File: src/rtl/clkreg_pkg.sv
// Shared widths and reset values for the multi-channel clock regulator.
package clkreg_pkg;

    localparam int unsigned CNT_W        = 26;
    localparam int unsigned DEFAULT_HALF = 50_000_000 / 2;

    typedef logic [CNT_W-1:0] cnt_t;

endpackage

File: src/rtl/clk_div_channel.sv
// One divider channel: programmable half-period counter with load/sync/enable priority.
module clk_div_channel
    import clkreg_pkg::*;
#(
    parameter cnt_t RST_HALF = cnt_t'(DEFAULT_HALF)
) (
    input  logic clk,
    input  logic rst_n,
    input  logic en,
    input  logic sync,
    input  logic load,
    input  cnt_t load_val,
    output logic clk_out,
    output logic tick
);

    cnt_t half;
    cnt_t cnt;

    // Load beats sync beats disable beats terminal count; cnt < half keeps the compare wrap-free.
    always_ff @(posedge clk or negedge rst_n) begin
        if (!rst_n) begin
            half    <= RST_HALF;
            cnt     <= '0;
            clk_out <= 1'b0;
            tick    <= 1'b0;
        end else begin
            tick <= 1'b0;
            if (load) begin
                half <= load_val;
                cnt  <= '0;
            end else if (sync || !en) begin
                cnt     <= '0;
                clk_out <= 1'b0;
            end else if (cnt == half - cnt_t'(1)) begin
                cnt     <= '0;
                clk_out <= ~clk_out;
                tick    <= 1'b1;
            end else begin
                cnt <= cnt + cnt_t'(1);
            end
        end
    end

endmodule

File: src/rtl/clock_regulator_multi.sv
// N_CH independent programmable square-wave generators with toggle ticks,
// runtime half-period configuration and a global phase re-sync.
module clock_regulator_multi
    import clkreg_pkg::*;
#(
    parameter int unsigned CLK_HZ       = 50_000_000,
    parameter int unsigned N_CH         = 4,
    parameter int unsigned DEFAULT_HALF = CLK_HZ / 2
) (
    input  logic                         C_50Mhz,
    input  logic                         rst_n,
    input  logic [N_CH-1:0]              enable,
    input  logic                         sync,
    input  logic                         cfg_we,
    input  logic [$clog2(N_CH+1)-1:0]    cfg_ch,
    input  logic [CNT_W-1:0]             cfg_half,
    output logic                         cfg_err,
    output logic [N_CH-1:0]              clk_out,
    output logic [N_CH-1:0]              tick
);

    // Channel field is one value wider than needed so out-of-range targets are expressible.
    localparam int unsigned CH_W = $clog2(N_CH + 1);

    logic            cfg_ok_c;
    logic [N_CH-1:0] load_c;

    assign cfg_ok_c = cfg_we && (cfg_half != '0) && (cfg_ch < CH_W'(N_CH));

    always_ff @(posedge C_50Mhz or negedge rst_n) begin
        if (!rst_n) begin
            cfg_err <= 1'b0;
        end else begin
            cfg_err <= cfg_we && !cfg_ok_c;
        end
    end

    for (genvar i = 0; i < int'(N_CH); i++) begin : g_ch
        assign load_c[i] = cfg_ok_c && (cfg_ch == CH_W'(i));

        clk_div_channel #(
            .RST_HALF (cnt_t'(DEFAULT_HALF))
        ) u_ch (
            .clk      (C_50Mhz),
            .rst_n    (rst_n),
            .en       (enable[i]),
            .sync     (sync),
            .load     (load_c[i]),
            .load_val (cfg_half),
            .clk_out  (clk_out[i]),
            .tick     (tick[i])
        );
    end

endmodule

File: config.mk
export PLATFORM = sky130hd
export DESIGN_NAME = clock_regulator_multi
export DESIGN_NICKNAME = d
export VERILOG_FILES = /design/src/rtl/clkreg_pkg.sv /design/src/rtl/clk_div_channel.sv /design/src/rtl/clock_regulator_multi.sv
export SDC_FILE = /design/constraint.sdc
export NUM_CORES = 1
export LEC_CHECK = 0
export CORE_ASPECT_RATIO = 1.2
export CORE_MARGIN = 1.5
export CORE_UTILIZATION = 30
export DETAILED_ROUTE_END_ITERATION = 6
export GPL_ROUTABILITY_DRIVEN = 1
export PLACE_DENSITY = 0.49
export SYNTH_ARGS = -nofsm -noshare
export SYNTH_HDL_FRONTEND = slang
export SYNTH_SLANG_ARGS = --single-unit
File: constraint.sdc
create_clock -name C_50Mhz -period 4.58 [get_ports C_50Mhz]
set_clock_uncertainty 0.15 [all_clocks]
set_input_delay 1.145 -clock C_50Mhz [delete_from_list [all_inputs] [get_ports C_50Mhz]]
set_output_delay 1.145 -clock C_50Mhz [all_outputs]
set_load 0.02 [all_outputs]
-- Yosys cells after proc, flatten, opt, wreduce, memory -nomap -nowiden
Cells that the tools add are included.
- bits in registers: 217
- latch bits: 0
- RAM bits: 0
- bits in read-only memories: 0
- bits of input ports: 37
- output and inout bits: 9
- word-level logic and storage cells: 99
- memories kept: 0
- add/subtract/negate cells: 8
- $mul: 0
- divide/modulo/power cells: 0
- $lt $le $gt $ge: 1
- eq/ne operators: 7
- shift operators: 0
- muxes and demuxes: 32
- bitwise operators: 8
- reductions and logical operators: 26
- operators with widths (operator ; number):
    26-bit two-way mux ; 12
    26-bit by 1-bit adder with 26-bit output (second input constant) ; 4
    26-bit == test ; 4
    26-bit by 1-bit subtractor with 26-bit output (second input constant) ; 4
    26-bit nonzero test ; 1
    1-bit two-way mux ; 20
    1-bit NOT ; 8
    2-bit AND reduction ; 4
    2-bit nonzero test ; 4
    1-bit logical AND ; 7
    3-bit by 2-bit == test with 1-bit output (second input constant) ; 2
    1-bit logical NOT ; 5
    1-bit logical OR ; 4
    3-bit by 1-bit == test with 1-bit output (second input constant) ; 1
    3-bit logical NOT ; 1
    3-bit < comparator (second input constant) ; 1

-- Depth between registers and ports, before layout
- word-level depth: 6
- gate-level depth with buffers: 14
- mapped depth without buffers: 10

-- Hierarchy
A second synthesis with hierarchy kept.
- cells, all modules: 1364
- area, all modules: 13853.3 um^2
- modules (own cells, without submodules) (module ; times used ; cells an instance ; area an instance (um^2)):
    clk_div_channel at g_ch[0].u_ch ... ; 3 ; 334 ; 3440.8
    clk_div_channel at g_ch[3].u_ch ; 1 ; 340 ; 3357.0
    clock_regulator_multi ; 1 ; 22 ; 173.9

-- Worst setup path after synthesis
Ideal clock, no wire load.
- kind: flip-flop to flip-flop
- start point: register g_ch[2].u_ch.half[0]
- end point: register g_ch[2].u_ch.cnt[17]
- library setup time: 0.119 ns
- arrival: 3.318 ns
- setup slack: 0.993 ns
- stages on the path, launching flop included: 14
- buffers on the path: 3
- period minus slack after synthesis: 3.587 ns
- path through: dfrtp_1 inv_1 ha_1 or4b_1 clkbuf_1 or4_1 clkbuf_2 or4_1 a211oi_1 o21ai_1 or4_4 nand3_4 buf_6 nor2_1
- longest elaborated chain between the ends: 5
- ends and longest elaborated chain (item ; RTL line ; RTL):
    from (decl) ; clk_div_channel.sv:17 ; cnt_t half;
    from (signal assigned) ; clk_div_channel.sv:30 ; half <= load_val;
    26-bit by 1-bit subtractor with 26-bit output ; clk_div_channel.sv:35 ; end else if (cnt == half - cnt_t'(1)) begin
    26-bit == test ; clk_div_channel.sv:35 ;
    26-bit two-way mux ; clk_div_channel.sv:35 ;
    26-bit two-way mux ; clk_div_channel.sv:32 ; end else if (sync || !en) begin
    26-bit two-way mux ; clk_div_channel.sv:29 ; if (load) begin
    to (signal assigned) ; clk_div_channel.sv:40 ; cnt <= cnt + cnt_t'(1);
    to (decl) ; clk_div_channel.sv:18 ; cnt_t cnt;
Every way passes these cells.
A chain may end at the register's enable or synchronous reset.

-- Final worst setup path
- start point: register g_ch[2].u_ch.half[0]
- end point: register g_ch[2].u_ch.cnt[6]
The elaborated chain is that of the path after synthesis.

==> flow_summary.toml <==
[run_status]
status = "finished clean"

[pwr]
switching_share_pct = 29.7
clockPowerShare_pct = 37.1
peakVddDrop_mv = 0.292
p_comb_share_pct = 19.2
intPower_uw = 4110
p_seq_share_pct = 43.7
switchingPower_uw = 1740
p_leak_uw = 0.00568
powerDensity_mw_per_mm2 = 385

[routing]
drcViolationCount = 0
final_antenna_net_count = 0
drtIter0Drc = 537
num_vias = 10100
wl_um = 34300
dr.pass1.iters = 5
avgRoutedWirePerCell_um = 17.3
viasPerCell = 5.13

[yosys]
syn-num-nets = 1411
synth_top_area_share_pct = 32.0
yosys-top-cells-area = "dfrtp_1 (32%), dfstp_2 (9.6%), mux2_2 (8.8%)"
yosysTopAreaCell = "dfrtp_1"
async_flop_share_pct = 100
synth_flop_cell = "dfrtp_1"
syn_inst = 1366
synth-edff-count = 0
syn-mean-instance-area_um2 = 9.66
ys_ff_latch = 217
synth_warnings = 0
synth_seq_area_share_pct = 41.6
netlist_area_mm2 = 0.0132
synth_cell_types = 76

[global_routing]
grtUsageTotal_pct = 15.5
grt-ovfl-total = 0
antenna_found_initial = 0
grt_first_pass_wirelength_um = 56800
grt_max_degree = 84
grt_pass1_vias = 10400

[clocking]
cts_resized = 0
clock-sinks = 217
cts_hold_buffers = 0
cts_setup_buffers = 0
cts_max_path_buffers = 3
cts_tree = "done"
insertion_delay_ns = 0.54
numCtsBuffers = 27
htreeDepth = 1
cts_root_buffer = "clkbuf_16"
clkTransAtPathRegs_ns = 0.06

[finish]
layout.nets = 1445
post-route-util_pct = 34.8
ff_latch_area_mm2 = 0.00549
area_growth_pct = 15.1
diodes = 0
multi_input_area_mm2 = 0.00724
n_fill_cell = 4422
layout-drive-gt1-share_pct = 17.2

[floorplanning]
ioPinCount = 46
die_h_um = 233
dieArea_mm2 = 0.0453
start_util_pct = 30.3
rows = 84
die_x_um = 194
placeableCoreArea_mm2 = 0.0436

[flow_run]
cap_violations = 0

[placed_design]
port_buffers = 45
dpl.hpwl_um = 24900
gp_congestion = 0.837

[timing]
relSlewSlack_pct = 52.6
slew_violations = 0
finalHoldViolations = 0
finalCritPeriodShare_pct = 86.0
rsz0062_at_grt = "false"
min_period_ns = 3.94
worst_pin_slew_ns = 0.706
setup_viol = 0
hold-worst-slack_ns = 0.355
tns_ns = 0
max_freq_ghz = 0.254

[setup_path]
crit_path_start_kind = "flop"
critPathRequiredTime_ns = 4.84
cp_common_cell = "or4_1"
rrSetupSlack_ns = 0.64
crit_fanout = 26
cp_cell_sequence = "inv_1 -> ha_1 -> or4b_1 -> or4_1 -> or4_1 -> a211oi_1 -> o21ai_1 -> or4_4 -> nand3_4 -> nor2_1"
crit_slowest_cell = "or4b_1"
arrival_ns = 4.20
cp-end-kind = "flop"
path_class = "flop to flop"
worst_path_largest_cell_delay_ns = 0.61

[worst_hold_path]
holdCritPathClass = "flop to flop"
## sequential cells by signal (all words and copies together) (netlist names)
register           flops
g_ch.u_ch.tick         4
g_ch.u_ch.cnt        104
cfg_err                1
g_ch.u_ch.half       104
g_ch.u_ch.clk_out      4
## per-stage QoR
stage	area (µm²)	std cells	setup WS, ns	power, µW
final	15200	1979	0.640	5850
after global routing	15200	1979	0.310	6190
after CTS	15200	1979	0.615	5930
after detailed placement	14300	1930	0.640	3720
after global placement	14300	1930	0.635	3690
after floorplan	13200	1366	0.993	3340
## critical path, delay by kind of cell, from the launching register on
family,cells,cell delay (ns)
simple gates,6,2.55
flops,1,0.45
fa+ha+maj,1,0.24
compound gates,2,0.32
buf+inv,1,0.09
## per-layer routing
metal	global-route usage, %	share of wire [%]
met1	20.8	47
met3	2.44	4.7
met5	0	0
met2	26.3	46
met4	3.39	2.1
## cell type report
class | instances | area share (%)
tap | 559 | 4.60
multi-input combinational | 1044 | 47.7
sequential | 217 | 36.1
inverter | 31 | 0.766
timing repair buffer | 79 | 4.84
clock inverter | 4 | 0.461
clock buffer | 45 | 5.49
## synth_stat cells (5+ instances only)
cell type / instances
and4_1: 7
o31ai_1: 9
a2111oi_0: 5
o22ai_1: 6
dfstp_2: 48
a211oi_1: 9
nand3_1: 62
buf_4: 11
nor2b_1: 18
o21ai_0: 16
xnor2_1: 123
nand2_1: 69
mux2i_1: 10
buf_2: 6
nor3b_1: 5
or3_1: 26
a31oi_1: 6
mux2_2: 103
inv_1: 31
dfrtp_1: 169
nor4b_1: 6
o211ai_1: 7
nor3_1: 41
nor2_1: 172
xor2_1: 97
nand4b_1: 6
clkbuf_1: 50
nand4_1: 33
ha_1: 8
a21oi_1: 15
nand3b_1: 9
or4_1: 24
and3_1: 21
o2111ai_1: 5
nand2b_1: 15
nor4_1: 40
## final timing paths
path	from	end	cells after the start
min in group asynchronous	rst_n	g_ch[2].u_ch.cnt[8]	1
setup / recovery	g_ch[2].u_ch.half[0]	g_ch[2].u_ch.cnt[6]	10
setup reg to reg	g_ch[2].u_ch.half[0]	g_ch[2].u_ch.cnt[6]	10
hold / removal	g_ch[1].u_ch.cnt[0]	g_ch[1].u_ch.cnt[0]	1
hold reg to reg	g_ch[1].u_ch.cnt[0]	g_ch[1].u_ch.cnt[0]	1
max in group asynchronous	rst_n	g_ch[0].u_ch.cnt[1]	2
## cells in the final DEF, fill, tap and decap left out, types with 24 or more instances in the layout
master / synthesis / final
buf_4: 11 / 32
clkbuf_16: 0 / 27
clkdlybuf4s50_1: 0 / 44
dfrtp_1: 169 / 169
dfstp_2: 48 / 48
inv_1: 31 / 31
mux2_2: 103 / 103
nand2_1: 69 / 69
nand3_1: 62 / 62
nand4_1: 33 / 33
nor2_1: 172 / 172
nor3_1: 41 / 41
nor4_1: 40 / 40
or3_1: 26 / 26
or4_1: 24 / 24
xnor2_1: 123 / 123
xor2_1: 97 / 97
## power groups by stage
stage               registers, µW  logic (µW)  clock network, µW
floorplan                    2410         931                  0
finish                       2560        1120               2170
detailed placement           2600        1120                  0
CTS                          2560        1130               2230
global placement             2590        1100                  0
global route                 2610        1260               2320
## kinds of logic after synthesis
group | after synthesis | share of synthesized area, %
compound gates | 124 | 6.85
xor+xnor | 220 | 14.6
fa+ha+maj | 8 | 0.758
buf+inv | 105 | 3.54
flops | 217 | 41.6
mux | 113 | 9.55
simple gates | 579 | 23.1
No activity file was read; power rests on OpenSTA's default activity.
